--- src/rtl/ascon_out_collector_if.sv ---
// ascon_out_collector_if: core output strobes and register-file readback bus of the collector.
// Optional O_trig exists only when ASCON_COLLECT_TRIG_EN is defined.
interface ascon_out_collector_if #(
   parameter int pCT_WIDTH  = 128,
   parameter int pTAG_WIDTH = 128,
   parameter int pDEPTH     = 4
);
   localparam int CW = $clog2(pDEPTH) + 1;
   logic                  I_ciphertext_valid;
   logic [pCT_WIDTH-1:0]  I_ciphertext;
   logic                  I_last;
   logic [4:0]            I_valid_bytes;
   logic                  I_ready_tag;
   logic [pTAG_WIDTH-1:0] I_tag;
   logic                  I_rd_req;
   logic [pCT_WIDTH-1:0]  O_ct_data;
   logic [4:0]            O_ct_bytes;
   logic [CW-1:0]         O_count;
   logic                  O_empty;
   logic                  O_full;
   logic                  O_stall;
   logic [pTAG_WIDTH-1:0] O_tag;
   logic                  O_tag_valid;
   logic                  O_done;
   logic [1:0]            O_err;
`ifdef ASCON_COLLECT_TRIG_EN
   logic                  O_trig;
   modport master (
      output I_ciphertext_valid, I_ciphertext, I_last, I_valid_bytes, I_ready_tag, I_tag, I_rd_req,
      input  O_ct_data, O_ct_bytes, O_count, O_empty, O_full, O_stall, O_tag, O_tag_valid, O_done, O_err, O_trig
   );
   modport slave (
      input  I_ciphertext_valid, I_ciphertext, I_last, I_valid_bytes, I_ready_tag, I_tag, I_rd_req,
      output O_ct_data, O_ct_bytes, O_count, O_empty, O_full, O_stall, O_tag, O_tag_valid, O_done, O_err, O_trig
   );
`else
   modport master (
      output I_ciphertext_valid, I_ciphertext, I_last, I_valid_bytes, I_ready_tag, I_tag, I_rd_req,
      input  O_ct_data, O_ct_bytes, O_count, O_empty, O_full, O_stall, O_tag, O_tag_valid, O_done, O_err
   );
   modport slave (
      input  I_ciphertext_valid, I_ciphertext, I_last, I_valid_bytes, I_ready_tag, I_tag, I_rd_req,
      output O_ct_data, O_ct_bytes, O_count, O_empty, O_full, O_stall, O_tag, O_tag_valid, O_done, O_err
   );
`endif
endinterface

--- src/rtl/ascon_out_collector.sv ---
// ascon_out_collector: buffers ciphertext blocks and the tag from the core for slow register readback.
// Define ASCON_COLLECT_TRIG_EN to add the O_trig scope-window output.
module ascon_out_collector #(
   parameter int pCT_WIDTH  = 128,
   parameter int pTAG_WIDTH = 128,
   parameter int pDEPTH     = 4
) (
   input logic                  crypt_clk,
   input logic                  resetn,
   input logic                  clear_i,
   ascon_out_collector_if.slave bus
);
   localparam int AW = $clog2(pDEPTH);
   localparam int CW = AW + 1;
   localparam int NB = pCT_WIDTH / 8;
   typedef enum logic [1:0] {S_IDLE, S_COLLECT, S_TAG, S_DONE} state_t;
   state_t                state;
   logic [pCT_WIDTH-1:0]  mem [pDEPTH];
   logic [4:0]            bytes_mem [pDEPTH];
   logic [AW-1:0]         wr_ptr, rd_ptr;
   logic [CW-1:0]         count, count_next;
   logic [pCT_WIDTH-1:0]  wdata;
   logic [4:0]            wbytes;
   logic [pTAG_WIDTH-1:0] tag;
   logic [1:0]            err;
   logic                  tag_prev, tag_edge, tag_valid, done;
   logic                  push, empty, full, do_pop, do_write, overflow, partial;
   assign push       = bus.I_ciphertext_valid;
   assign empty      = count == '0;
   assign full       = count == CW'(pDEPTH);
   assign do_pop     = bus.I_rd_req && !empty;
   assign do_write   = push && (!full || do_pop);
   assign overflow   = push && full && !do_pop;
   assign count_next = count + CW'(do_write) - CW'(do_pop);
   assign tag_edge   = bus.I_ready_tag && !tag_prev;
   assign partial    = bus.I_last && bus.I_valid_bytes != 5'd0 && bus.I_valid_bytes < 5'd16;
   // Byte 0 is the most significant byte; trailing bytes of a short final block read as zero.
   always_comb begin
      wdata  = bus.I_ciphertext;
      wbytes = partial ? bus.I_valid_bytes : 5'd16;
      for (int i = 0; i < NB; i++)
         if (partial && i >= int'(bus.I_valid_bytes)) wdata[pCT_WIDTH-1-8*i -: 8] = 8'h00;
   end
   always_ff @(posedge crypt_clk)
      if (do_write && !clear_i) begin
         mem[wr_ptr]       <= wdata;
         bytes_mem[wr_ptr] <= wbytes;
      end
   always_ff @(posedge crypt_clk or negedge resetn)
      if (!resetn) begin
         wr_ptr    <= '0;
         rd_ptr    <= '0;
         count     <= '0;
         tag       <= '0;
         tag_valid <= 1'b0;
         tag_prev  <= 1'b0;
         done      <= 1'b0;
         err       <= 2'b00;
         state     <= S_IDLE;
      end else if (clear_i) begin
         wr_ptr    <= '0;
         rd_ptr    <= '0;
         count     <= '0;
         tag       <= '0;
         tag_valid <= 1'b0;
         tag_prev  <= 1'b0;
         done      <= 1'b0;
         err       <= 2'b00;
         state     <= S_IDLE;
      end else begin
         tag_prev <= bus.I_ready_tag;
         count    <= count_next;
         if (do_write) wr_ptr <= wr_ptr + AW'(1);
         if (do_pop) rd_ptr <= rd_ptr + AW'(1);
         if (overflow) err[0] <= 1'b1;
         if (tag_edge && (state == S_IDLE || state == S_COLLECT)) begin
            tag       <= bus.I_tag;
            tag_valid <= 1'b1;
         end else if (tag_edge) err[1] <= 1'b1;
         // Done tracks the post-update occupancy so it rises together with O_empty.
         case (state)
            S_IDLE:    state <= tag_edge ? S_TAG : push ? S_COLLECT : S_IDLE;
            S_COLLECT: state <= tag_edge ? S_TAG : S_COLLECT;
            S_TAG:     if (count_next == '0) begin
               state <= S_DONE;
               done  <= 1'b1;
            end
            S_DONE:    if (push) begin
               state <= S_TAG;
               done  <= 1'b0;
            end
            default:   state <= S_IDLE;
         endcase
      end
`ifdef ASCON_COLLECT_TRIG_EN
   logic trig;
   always_ff @(posedge crypt_clk or negedge resetn)
      if (!resetn) trig <= 1'b0;
      else if (clear_i) trig <= 1'b0;
      else if (state == S_IDLE && (push || tag_edge)) trig <= 1'b1;
      else if (tag_valid) trig <= 1'b0;
   assign bus.O_trig = trig;
`endif
   assign bus.O_ct_data   = empty ? '0 : mem[rd_ptr];
   assign bus.O_ct_bytes  = empty ? 5'd0 : bytes_mem[rd_ptr];
   assign bus.O_count     = count;
   assign bus.O_empty     = empty;
   assign bus.O_full      = full;
   assign bus.O_stall     = count >= CW'(pDEPTH - 1);
   assign bus.O_tag       = tag;
   assign bus.O_tag_valid = tag_valid;
   assign bus.O_done      = done;
   assign bus.O_err       = err;
endmodule

--- src/flat_wrapper.sv ---
// flat-port wrapper written by rule: the top's interface ports become plain ports
module ascon_out_collector_flat 
#(
   parameter int pCT_WIDTH  = 128,
   parameter int pTAG_WIDTH = 128,
   parameter int pDEPTH     = 4
)
  (crypt_clk, resetn, clear_i, bus_I_ciphertext_valid, bus_I_ciphertext, bus_I_last, bus_I_valid_bytes, bus_I_ready_tag, bus_I_tag, bus_I_rd_req, bus_O_ct_data, bus_O_ct_bytes, bus_O_count, bus_O_empty, bus_O_full, bus_O_stall, bus_O_tag, bus_O_tag_valid, bus_O_done, bus_O_err);
  ascon_out_collector_if #(.pCT_WIDTH(pCT_WIDTH), .pTAG_WIDTH(pTAG_WIDTH), .pDEPTH(pDEPTH)) bus_i ();
  input logic crypt_clk;
  input logic resetn;
  input logic clear_i;
  input wire logic [$bits(bus_i.I_ciphertext_valid)-1:0] bus_I_ciphertext_valid;
  input wire logic [$bits(bus_i.I_ciphertext)-1:0] bus_I_ciphertext;
  input wire logic [$bits(bus_i.I_last)-1:0] bus_I_last;
  input wire logic [$bits(bus_i.I_valid_bytes)-1:0] bus_I_valid_bytes;
  input wire logic [$bits(bus_i.I_ready_tag)-1:0] bus_I_ready_tag;
  input wire logic [$bits(bus_i.I_tag)-1:0] bus_I_tag;
  input wire logic [$bits(bus_i.I_rd_req)-1:0] bus_I_rd_req;
  output wire logic [$bits(bus_i.O_ct_data)-1:0] bus_O_ct_data;
  output wire logic [$bits(bus_i.O_ct_bytes)-1:0] bus_O_ct_bytes;
  output wire logic [$bits(bus_i.O_count)-1:0] bus_O_count;
  output wire logic [$bits(bus_i.O_empty)-1:0] bus_O_empty;
  output wire logic [$bits(bus_i.O_full)-1:0] bus_O_full;
  output wire logic [$bits(bus_i.O_stall)-1:0] bus_O_stall;
  output wire logic [$bits(bus_i.O_tag)-1:0] bus_O_tag;
  output wire logic [$bits(bus_i.O_tag_valid)-1:0] bus_O_tag_valid;
  output wire logic [$bits(bus_i.O_done)-1:0] bus_O_done;
  output wire logic [$bits(bus_i.O_err)-1:0] bus_O_err;
  assign bus_i.I_ciphertext_valid = bus_I_ciphertext_valid;
  assign bus_i.I_ciphertext = bus_I_ciphertext;
  assign bus_i.I_last = bus_I_last;
  assign bus_i.I_valid_bytes = bus_I_valid_bytes;
  assign bus_i.I_ready_tag = bus_I_ready_tag;
  assign bus_i.I_tag = bus_I_tag;
  assign bus_i.I_rd_req = bus_I_rd_req;
  assign bus_O_ct_data = bus_i.O_ct_data;
  assign bus_O_ct_bytes = bus_i.O_ct_bytes;
  assign bus_O_count = bus_i.O_count;
  assign bus_O_empty = bus_i.O_empty;
  assign bus_O_full = bus_i.O_full;
  assign bus_O_stall = bus_i.O_stall;
  assign bus_O_tag = bus_i.O_tag;
  assign bus_O_tag_valid = bus_i.O_tag_valid;
  assign bus_O_done = bus_i.O_done;
  assign bus_O_err = bus_i.O_err;
  ascon_out_collector #(.pCT_WIDTH(pCT_WIDTH), .pTAG_WIDTH(pTAG_WIDTH), .pDEPTH(pDEPTH)) u_core (.crypt_clk(crypt_clk), .resetn(resetn), .clear_i(clear_i), .bus(bus_i));
endmodule
--- config.mk ---
export PLATFORM = sky130hd
export DESIGN_NAME = ascon_out_collector_flat
export DESIGN_NICKNAME = d
export VERILOG_FILES = /design/src/rtl/ascon_out_collector_if.sv /design/src/rtl/ascon_out_collector.sv /design/src/flat_wrapper.sv
export SDC_FILE = /design/constraint.sdc
export NUM_CORES = 1
export LEC_CHECK = 0
export CAP_MARGIN = 0
export CORE_ASPECT_RATIO = 2
export CORE_MARGIN = 1.5
export CORE_UTILIZATION = 55
export CTS_CLUSTER_SIZE = 30
export DETAILED_ROUTE_END_ITERATION = 10
export HOLD_SLACK_MARGIN = 0.05
export PLACE_DENSITY_LB_ADDON = 0.2
export REMOVE_ABC_BUFFERS = 1
export SKIP_CTS_REPAIR_TIMING = 1
export SKIP_LAST_GASP = 1
export SLEW_MARGIN = 15
export SYNTH_ARGS = -nofsm -noshare
export SYNTH_HDL_FRONTEND = slang
export SYNTH_SLANG_ARGS = --single-unit
--- constraint.sdc ---
create_clock -name crypt_clk -period 24.4 [get_ports crypt_clk]
set_input_delay 4.88 -clock crypt_clk [delete_from_list [all_inputs] [get_ports crypt_clk]]
set_output_delay 4.88 -clock crypt_clk [all_outputs]
set_load 0.01 [all_outputs]
==> results_dict.tcl <==
set metrics [dict create \
    status "finished clean" \
    crit_arrival_ns 4.09 \
    worstPathMaxFanout 42 \
    io_pins 539 \
    clock_sinks 674 \
    yosysTopAreaCellShare_pct 60.51 \
    numPortBuffers 538 \
    cellPowerDensity_nw_per_um2 89.83 \
    switching_share_pct 26.92 \
    worstSkewPairLatency_ns 0.58 \
    syn2layout_area_growth_pct 29.27 \
    via_per_inst 5.705 \
    p_total_mw 3.066 \
    pwr-share-comb_pct 27.2 \
    grt_util_met3_pct 8.102 \
    fin_worst_skew_ns 0.01530 \
    leakagePower_nw 11.78 \
    avgSynthCellArea_sq_um 19.17 \
    cap_violations 0 \
    finalNetCount 2173 \
    grt_pass1_vias 15710 \
    yosys_warnings 0 \
    required_ns 19.52 \
    yosysSeqAreaShare_pct 73.97 \
    start_util_pct 55.58 \
    fin_crit_sh_pct 36.76 \
    coreArea_sq_um 47510 \
    antenna_found_initial 15 \
    hold_path.class "reg2reg" \
    drc 0 \
    postSynthCellCount 1377 \
    synthTopCellsByCount "532 x edfxtp_1, 144 x nor2b_1, 142 x dfrtp_1" \
    cts.htree.levels 2 \
    globalRouteMet2Util_pct 46.49 \
    grt_pass1_wl_microns 97390 \
    peakVddDrop_uv 101.0 \
    use_met1_pct 31.81 \
    dr.first_iter.drc_count 1088 \
    switchingPower_uw 825.5 \
    hpwl_microns 44600 \
    end_kind "primary output" \
    finalSetupViolCount 0 \
    die_height_microns 312.8 \
    final_layout_size_suffix_gt1_share_pct 13.03 \
    vias 14740 \
    die_x_microns 157.9 \
    fmax_ghz 0.1115 \
    async_flop_share_pct 21.07 \
    routed_wire_length_per_instance_microns 25.73 \
    synth_area_leaders "edfxtp_1 61%, dfrtp_1 13%, mux4_2 11%" \
    drt-total-wl_microns 66450 \
    ys.flop_type "edfxtp_1" \
    dr.pass1.iters 5 \
    syn_area_sq_um 26400 \
    grt-ovfl-total 0 \
    worst_pin_slew_ns 1.158 \
    pwr-share-clk_pct 29.1 \
    hold_viol 0 \
    top_usage_layer "met2" \
    fin_crit_ns 8.969 \
    ant_nets 0 \
    clk_pin_slew_worst_paths_ns 0.07 \
    grt_max_degree 134 \
    yosysTopAreaCell "edfxtp_1" \
    cts_root_buf "clkbuf_16" \
    start_kind "register" \
    rows 113 \
    synth.distinct_cells 45 \
    setup_tns_ns 0 \
    grtUsageTotal_pct 27.27 \
    gp_congestion 0.8282 \
    rsz0062_at_grt "no" \
    yosysMostFrequentCell "edfxtp_1" \
    cts_inserted_buffers 55 \
    p_int_mw 2.240 \
    path_class "reg2out" \
    relSlewSlack_pct 22.80 \
    power_frac_seq_pct 43.7 \
    cts_tree "yes" \
    synth_edf_count 532 \
    clock_path_buffers 3 \
    dieArea_sq_um 49410 \
    ys_seq_elements 674 \
    final_max_slew_viol_count 0 \
]
-- area by class of cell --
class / count / area [sq um]
well taps: 632 / 790.8
diodes: 9 / 22.52
inverters: 9 / 33.78
repair buffers: 554 / 5544
fillers: 3090 / 13380
flip-flops and latches: 674 / 19540
multi-input cells: 604 / 6379
clock inverters: 32 / 289.0
clock buffers: 69 / 1535
-- state kept, by name, summed over array words and instances, names as in the netlist --
| signal | flops |
|---|---|
| u_core.mem | 512 |
| u_core.tag_prev | 1 |
| u_core.bytes_mem | 20 |
| u_core.wr_ptr | 2 |
| u_core.bus.O_err | 2 |
| u_core.rd_ptr | 2 |
| u_core.bus.O_count | 3 |
| u_core.state | 2 |
| u_core.bus.O_tag_valid | 1 |
| u_core.bus.O_tag | 128 |
| u_core.bus.O_done | 1 |
-- cells by family (layout without fill, tap and decap cells) --
| group | count (synthesis) | after routing | share of synthesized area (%) |
|---|---|---|---|
| buffers and inverters | 99 | 664 | 2.005 |
| AO/OA/AOI/OAI | 145 | 145 | 4.677 |
| adder cells (fa/ha/maj) | 7 | 7 | 0.3602 |
| XOR/XNOR | 4 | 4 | 0.1327 |
| multiplexers | 136 | 136 | 11.46 |
| AND/OR/NAND/NOR | 312 | 312 | 7.393 |
| flip-flops | 674 | 674 | 73.97 |
| other | 0 | 9 | 0 |
-- layer usage --
layer	wire (microns)	up-vias	part of all wire (%)
met5	104	-	0.16
met4	2702	16	4.1
met3	6267	120	9.4
met2	34690	670	52
met1	22680	7491	34
li1	-	6440	-
-- cells in the final DEF (no fill, tap or decap), drive strengths merged, types with 4 or more instances in the layout --
| master | netlist | layout |
|---|---|---|
| o21ai | 4 | 4 |
| inv | 9 | 16 |
| nand3 | 8 | 8 |
| clkinv | 0 | 19 |
| diode | 0 | 9 |
| nor3b | 6 | 6 |
| dfrtp | 142 | 142 |
| nor2b | 152 | 152 |
| nand2 | 6 | 6 |
| edfxtp | 532 | 532 |
| nor2 | 16 | 16 |
| clkdlybuf4s50 | 0 | 537 |
| clkbuf | 34 | 69 |
| a22o | 128 | 128 |
| xor2 | 4 | 4 |
| bufinv | 0 | 4 |
| mux4 | 133 | 133 |
| buf | 56 | 17 |
| ha | 6 | 6 |
| and2 | 109 | 109 |
-- power by group through the flow --
stage               combinational (mW)  sequential [mW]  clock, mW
floorplan                        0.412             1.41          0
global placement                 0.837             1.36          0
detailed placement               0.844             1.36          0
CTS                              0.848             1.34      0.912
global route                     0.888             1.34      0.954
finish                           0.833             1.34      0.894
-- path summary, 6_finish.rpt --
kind                            slack, ns  cells after the start                   end                 start
min in group asynchronous            4.30                      1  u_core.bus.O_tag[50]                resetn
worst max-delay path                15.43                      5     bus_O_ct_data[79]      u_core.rd_ptr[0]
worst min register to register       0.51                      1  u_core.bus.O_tag[82]  u_core.bus.O_tag[82]
max in group asynchronous           18.75                      2  u_core.bus.O_tag[66]                resetn
worst max register to register      21.16                      4  u_core.bus.O_tag[76]       u_core.state[1]
worst min-delay path                 0.51                      1  u_core.bus.O_tag[82]  u_core.bus.O_tag[82]
-- metrics by stage --
stage / worst slack (ns) / std cells / hold slack (ns) / instance area [sq um] / util [%]
after floorplan: 8.768 / 1287 / 0.4596 / 25910 / -
after global routing: 15.10 / 2581 / 0.5170 / 34130 / 71.83
after global placement: 15.90 / 2473 / 0.4758 / 32280 / 67.96
after detailed placement: 15.95 / 2473 / 0.4909 / 32280 / 67.96
after CTS: 15.29 / 2574 / 0.5103 / 34110 / 71.80
final: 15.43 / 2583 / 0.5052 / 34130 / 71.84
-- worst max-delay path, cell delays in order (launching register included) --
cell             delay (ns)
dfrtp_4                0.77
buf_4                  0.76
buf_4                  0.60
mux4_2                 0.58
nor2b_1                0.17
clkdlybuf4s50_1        0.53
Power figures use the tool's default switching activity.
